## config.mk

```make
export PLATFORM = sky130hd
export DESIGN_NAME = maxnet_controller
export DESIGN_NICKNAME = d
export VERILOG_FILES = /design/src/rtl/maxnet_controller.sv
export SDC_FILE = /design/constraint.sdc
export NUM_CORES = 1
export LEC_CHECK = 0
export BUFFER_PORTS_ARGS = -buffer_cell sky130_fd_sc_hd__buf_2
export CAP_MARGIN = 20
export CELL_PAD_IN_SITES_DETAIL_PLACEMENT = 0
export CELL_PAD_IN_SITES_GLOBAL_PLACEMENT = 1
export CORE_ASPECT_RATIO = 1.2
export CORE_MARGIN = 4
export CORE_UTILIZATION = 42
export DETAILED_ROUTE_END_ITERATION = 6
export GPL_TIMING_DRIVEN = 0
export PLACE_DENSITY = 0.89
export SYNTH_ARGS = -nofsm -noshare
export SYNTH_HDL_FRONTEND = slang
export SYNTH_SLANG_ARGS = --single-unit
```

## constraint.sdc

```tcl
create_clock -name clk -period 3.4 [get_ports clk]
set_clock_uncertainty 0.15 [all_clocks]
set_input_delay 0.34 -clock clk [delete_from_list [all_inputs] [get_ports clk]]
set_output_delay 0.34 -clock clk [all_outputs]
set_load 0.05 [all_outputs]
```

## src/rtl/maxnet_controller.sv

```systemverilog
// ---------------------------------------------------------------------------
// maxnet_controller
//
// Sequencing FSM for a four-neuron MaxNet winner-take-all datapath. It loads
// the four inputs into the activation bank, then repeatedly steps a shared FP
// update unit over neurons 0..3 (req/ack), writes each result into a shadow
// register and finally commits all four shadows at once. The run stops when
// at most one activation is still positive, or when MAX_ITER iterations have
// been committed, and reports the surviving neuron.
//
// Handshake: fp_req is held high, with calc_idx stable, until fp_ack is
// sampled high on a rising edge; that edge completes the transfer. fp_req
// then drops for exactly one cycle (WRITE, wr_en=1) before the next request.
// fp_ack is ignored whenever fp_req is low.
//
// Ports
//   clk        in   system clock, rising edge
//   rst        in   asynchronous reset, active low
//   start      in   begin a run (honoured only in IDLE or DONE)
//   pos_flags  in   bit i = committed activation i is strictly positive
//   fp_ack     in   FP unit result for calc_idx is ready
//   ld_x       out  load x1..x4 into the activation registers
//   fp_req     out  request an update for neuron calc_idx
//   calc_idx   out  neuron currently being updated
//   wr_en      out  write FP result into shadow register calc_idx
//   commit     out  copy the four shadow registers into the activations
//   done       out  run finished, held until the next start
//   winner     out  index of the surviving neuron
//   win_valid  out  exactly one neuron survived
//   timeout    out  run ended because MAX_ITER was reached
//   iter_cnt   out  committed iterations in the current or last run
//   dbg_state  out  current FSM state encoding
// ---------------------------------------------------------------------------
module maxnet_controller #(
  parameter int ITER_W   = 5,
  parameter int MAX_ITER = 31
) (
  input  logic              clk,
  input  logic              rst,
  input  logic              start,
  input  logic [3:0]        pos_flags,
  input  logic              fp_ack,
  output logic              ld_x,
  output logic              fp_req,
  output logic [1:0]        calc_idx,
  output logic              wr_en,
  output logic              commit,
  output logic              done,
  output logic [1:0]        winner,
  output logic              win_valid,
  output logic              timeout,
  output logic [ITER_W-1:0] iter_cnt,
  output logic [2:0]        dbg_state
);

  localparam logic [2:0] S_IDLE   = 3'd0;
  localparam logic [2:0] S_LOAD   = 3'd1;
  localparam logic [2:0] S_CHECK  = 3'd2;
  localparam logic [2:0] S_REQ    = 3'd3;
  localparam logic [2:0] S_WRITE  = 3'd4;
  localparam logic [2:0] S_COMMIT = 3'd5;
  localparam logic [2:0] S_DONE   = 3'd6;

  localparam logic [ITER_W-1:0] ITER_CAP = ITER_W'(MAX_ITER);

  logic [2:0] state;
  logic [2:0] state_nxt;
  logic [2:0] pos_count;
  logic [1:0] pos_index;
  logic       iter_at_cap;

  // Number of neurons still alive.
  assign pos_count = {2'b00, pos_flags[0]} + {2'b00, pos_flags[1]}
                   + {2'b00, pos_flags[2]} + {2'b00, pos_flags[3]};

  // Index of the set bit; only meaningful when exactly one flag is set.
  always_comb begin
    pos_index = 2'd0;
    case (pos_flags)
      4'b0010: pos_index = 2'd1;
      4'b0100: pos_index = 2'd2;
      4'b1000: pos_index = 2'd3;
      default: pos_index = 2'd0;
    endcase
  end

  assign iter_at_cap = (iter_cnt == ITER_CAP);

  // Next-state logic.
  always_comb begin
    state_nxt = state;
    case (state)
      S_IDLE, S_DONE: begin
        if (start) state_nxt = S_LOAD;
      end
      S_LOAD: state_nxt = S_CHECK;
      S_CHECK: begin
        if (pos_count <= 3'd1)  state_nxt = S_DONE;
        else if (iter_at_cap)   state_nxt = S_DONE;
        else                    state_nxt = S_REQ;
      end
      S_REQ: begin
        if (fp_ack) state_nxt = S_WRITE;
      end
      S_WRITE: begin
        if (calc_idx == 2'd3) state_nxt = S_COMMIT;
        else                  state_nxt = S_REQ;
      end
      S_COMMIT: state_nxt = S_CHECK;
      default:  state_nxt = S_IDLE;
    endcase
  end

  always_ff @(posedge clk or negedge rst) begin
    if (!rst) begin
      state <= S_IDLE;
    end else begin
      state <= state_nxt;
    end
  end

  // Registered result / index outputs.
  always_ff @(posedge clk or negedge rst) begin
    if (!rst) begin
      calc_idx  <= 2'd0;
      iter_cnt  <= '0;
      winner    <= 2'd0;
      win_valid <= 1'b0;
      timeout   <= 1'b0;
      done      <= 1'b0;
    end else begin
      case (state)
        S_IDLE, S_DONE: begin
          // A new run clears the previous results, so they read 0 from LOAD on.
          if (start) begin
            iter_cnt  <= '0;
            winner    <= 2'd0;
            win_valid <= 1'b0;
            timeout   <= 1'b0;
            done      <= 1'b0;
          end
        end
        S_CHECK: begin
          if (pos_count <= 3'd1) begin
            done      <= 1'b1;
            timeout   <= 1'b0;
            win_valid <= (pos_count == 3'd1);
            winner    <= (pos_count == 3'd1) ? pos_index : 2'd0;
          end else if (iter_at_cap) begin
            // Still two or more positive after the cap: no winner reported.
            done      <= 1'b1;
            timeout   <= 1'b1;
            win_valid <= 1'b0;
            winner    <= 2'd0;
          end else begin
            calc_idx <= 2'd0;
          end
        end
        S_WRITE: begin
          if (calc_idx != 2'd3) calc_idx <= calc_idx + 2'd1;
        end
        S_COMMIT: begin
          // CHECK stops before REQ at the cap, so this cannot pass MAX_ITER.
          iter_cnt <= iter_cnt + 1'b1;
        end
        default: ;
      endcase
    end
  end

  // Strobes decoded straight from the registered state.
  assign ld_x      = (state == S_LOAD);
  assign fp_req    = (state == S_REQ);
  assign wr_en     = (state == S_WRITE);
  assign commit    = (state == S_COMMIT);
  assign dbg_state = state;

endmodule
```

==> results.py <==
metrics = {
    "clock_network": {
        "insertion_delay_ns": 0.29,
        "htree_levels": 1,
        "cts-buffers-inserted": 3,
        "post_cts_resized": 0,
        "cts.sink_count": 15,
        "root_buffer": "clkbuf_4",
        "post_cts.repair.setup_buffers": 0,
        "cts_tree": "done",
        "clockBufferDepth": 2,
        "clk_pin_slew_ns": 0.09,
        "ctsHoldBuffers": 1,
    },
    "logic_synthesis": {
        "syn_nets": 142,
        "synthCells": 125,
        "yosysUniqueCellTypes": 36,
        "synth_seq_cells": 15,
        "syn_area_um2": 1120,
        "ys_seq_area_share_pct": 33.5,
        "ys_warn_count": 0,
        "synth.avg_cell_area_um2": 8.97,
    },
    "route": {
        "drcViolationCount": 0,
        "drtIter0Drc": 20,
        "wirelength_mm": 2.60,
        "ant_nets": 0,
        "avgRoutedWirePerCell_um": 13.8,
        "num_vias": 1051,
        "dr.pass1.iters": 4,
        "viasPerCell": 5.56,
    },
    "setup_path": {
        "cpMaxStageDelayCell": "fa_1",
        "cp_common_cell": "inv_1",
        "regToRegSetupSlack_ns": 1.40,
        "critPathBufInv": 4,
        "crit_path_end_kind": "flop",
        "cp_max_fo": 3,
        "crit_arrival_ns": 2.33,
        "timing.critical_path.required_ns": 3.48,
        "path_cells": "buf_2, inv_1, fa_1, inv_1, ha_1, inv_1, ha_1, nor4bb_1, nand4_1, nand3_1",
        "critical_path_class": "in -> reg",
        "start_kind": "primary input",
        "cp_top_family": "adder cells",
        "cpPeakStageDelay_ns": 0.54,
    },
    "timing": {
        "rsz0062_at_grt": "no",
        "holdWs_ns": 0.0967,
        "max-slew-margin-rel_pct": 63.9,
        "finalHoldViolCount": 0,
        "fin_setup_tns_ns": 0,
        "finalMaxSlewViolations": 0,
        "period_share_pct": 66.4,
        "worst_pin_slew_ns": 0.534,
        "setup_viol": 0,
        "min_period_ns": 2.26,
        "fmax_mhz": 443,
    },
    "power": {
        "leakagePower_nw": 0.653,
        "ir_drop_uv": 451,
        "power.density_nw_per_um2": 822,
        "power.total_w": 0.00109,
    },
    "placed_design": {
        "place_area_um2": 1290,
        "globalplace.congestion": 0.817,
        "portBuffers": 26,
        "place_hpwl_mm": 1.99,
    },
    "run": {
        "drv_cap": 0,
    },
    "finish": {
        "final_common_cell": "buf_2",
        "area_growth_pct": 18.5,
        "fin_area_um2": 1330,
        "drive_gt1_share_pct": 25.6,
        "num_antenna_cells": 0,
        "nets": 174,
        "final_cell_mix": "buf_2 (29), dfrtp_1 (15), o21ai_0 (10)",
    },
    "floorplanning": {
        "die_area_um2": 3560,
        "ios": 27,
        "die_w_um": 55.2,
        "core_um2": 2550,
        "start_util_pct": 43.9,
        "die_h_um": 64.6,
        "rows": 20,
    },
    "global_routing": {
        "overflow": 0,
        "antenna_found_initial": 0,
        "first_global_vias": 1017,
        "grt_usage_pct": 16.9,
        "grt_max_degree": 16,
        "grt_pass1_wl_mm": 4.47,
    },
    "status": {
        "status": "finished, final reports clean",
    },
    "hold_path": {
        "hold_path_class": "in -> reg",
    },
}
-- power breakdown --
group	internal, W	leakage (nW)	switching (W)	total (W)
clock	0.0000456	0.0150	0.0000607	0.000106
sequential	0.000231	0.197	0.0000438	0.000274
combinational	0.000220	0.440	0.000492	0.000712
-- kinds of logic after synthesis --
kind of cell | Yosys count | share of synthesized area (%)
simple gates | 48 | 26.3
compound gates | 34 | 19.3
buf+inv | 16 | 7.37
flops | 15 | 33.5
fa+ha+maj | 9 | 10.7
mux | 2 | 2.01
xor+xnor | 1 | 0.781
-- registers in the layout (all words and copies together) (netlist names) --
name	count
calc_idx	2
dbg_state	3
done	1
iter_cnt	5
timeout	1
win_valid	1
winner	2
-- metrics by stage --
| step | utilization [%] | worst slack [ns] | cells |
|---|---|---|---|
| after floorplan | - | 1.10 | 125 |
| after global placement | 50.6 | 0.920 | 184 |
| after detailed placement | 50.6 | 0.824 | 184 |
| after CTS | 52.1 | 1.11 | 189 |
| after global routing | 52.1 | 0.980 | 189 |
| final | 52.1 | 1.14 | 189 |
-- worst register-to-register path: stages (launching register included) --
cell and delay [ns]:
dfrtp_1 0.44, ha_1 0.23, nand2_1 0.09, nor2_1 0.05, ha_1 0.23, or4b_1 0.47, a21oi_1 0.16, a211oi_1 0.07
-- synth_stat cells --
library cell,number,share of area (%)
a211oi_1,5,3.3
a21boi_0,3,2.0
a21oi_1,7,3.1
a221oi_1,2,1.6
a31oi_1,1,0.56
and2_1,3,1.7
buf_1,1,0.33
buf_2,3,1.3
buf_4,1,0.67
buf_6,2,2.0
dfrtp_1,15,33
fa_1,1,1.8
ha_1,8,8.9
inv_1,9,3.0
mux2_2,2,2.0
nand2_1,7,2.3
nand2b_1,4,2.2
nand3_1,5,2.2
nand3b_1,2,1.3
nand4_1,2,1.1
nand4b_1,5,3.9
nor2_1,8,2.7
nor2b_1,5,2.8
nor3_1,2,0.89
nor3b_4,1,1.7
nor4bb_1,1,0.89
o21a_1,1,0.67
o21ai_0,10,4.5
o21ba_2,1,0.89
o221ai_1,1,0.78
o22ai_1,1,0.56
o31ai_1,2,1.3
or2b_1,1,0.67
or3b_4,1,1.0
or4b_1,1,0.89
xor2_1,1,0.78
-- final cells by class --
type	instances	area (um^2)
tap	33	41.3
multi-input combinational	94	663
buffer	7	48.8
timing repair buffer	27	140
fill	273	1220
inverter	9	33.8
clock buffer	4	26.3
sequential	15	375
-- worst paths after layout --
kind / from / endpoint / cells after the start
setup / recovery: pos_flags[0] / winner[1] / 10
hold / removal: fp_ack / dbg_state[0] / 2
setup reg to reg: iter_cnt[0] / calc_idx[0] / 7
hold reg to reg: done / done / 2
max in group asynchronous: rst / winner[1] / 2
min in group asynchronous: rst / iter_cnt[1] / 2
-- layer usage --
layer  track usage, %  vias up  wire (um)
li1                 -      513          -
met5                0        -          0
met1             20.7      500       1130
met4             9.12        0         63
met3             2.30        6        124
met2             27.7       32       1280
Note: power is estimated with default switching activity, not from simulation.
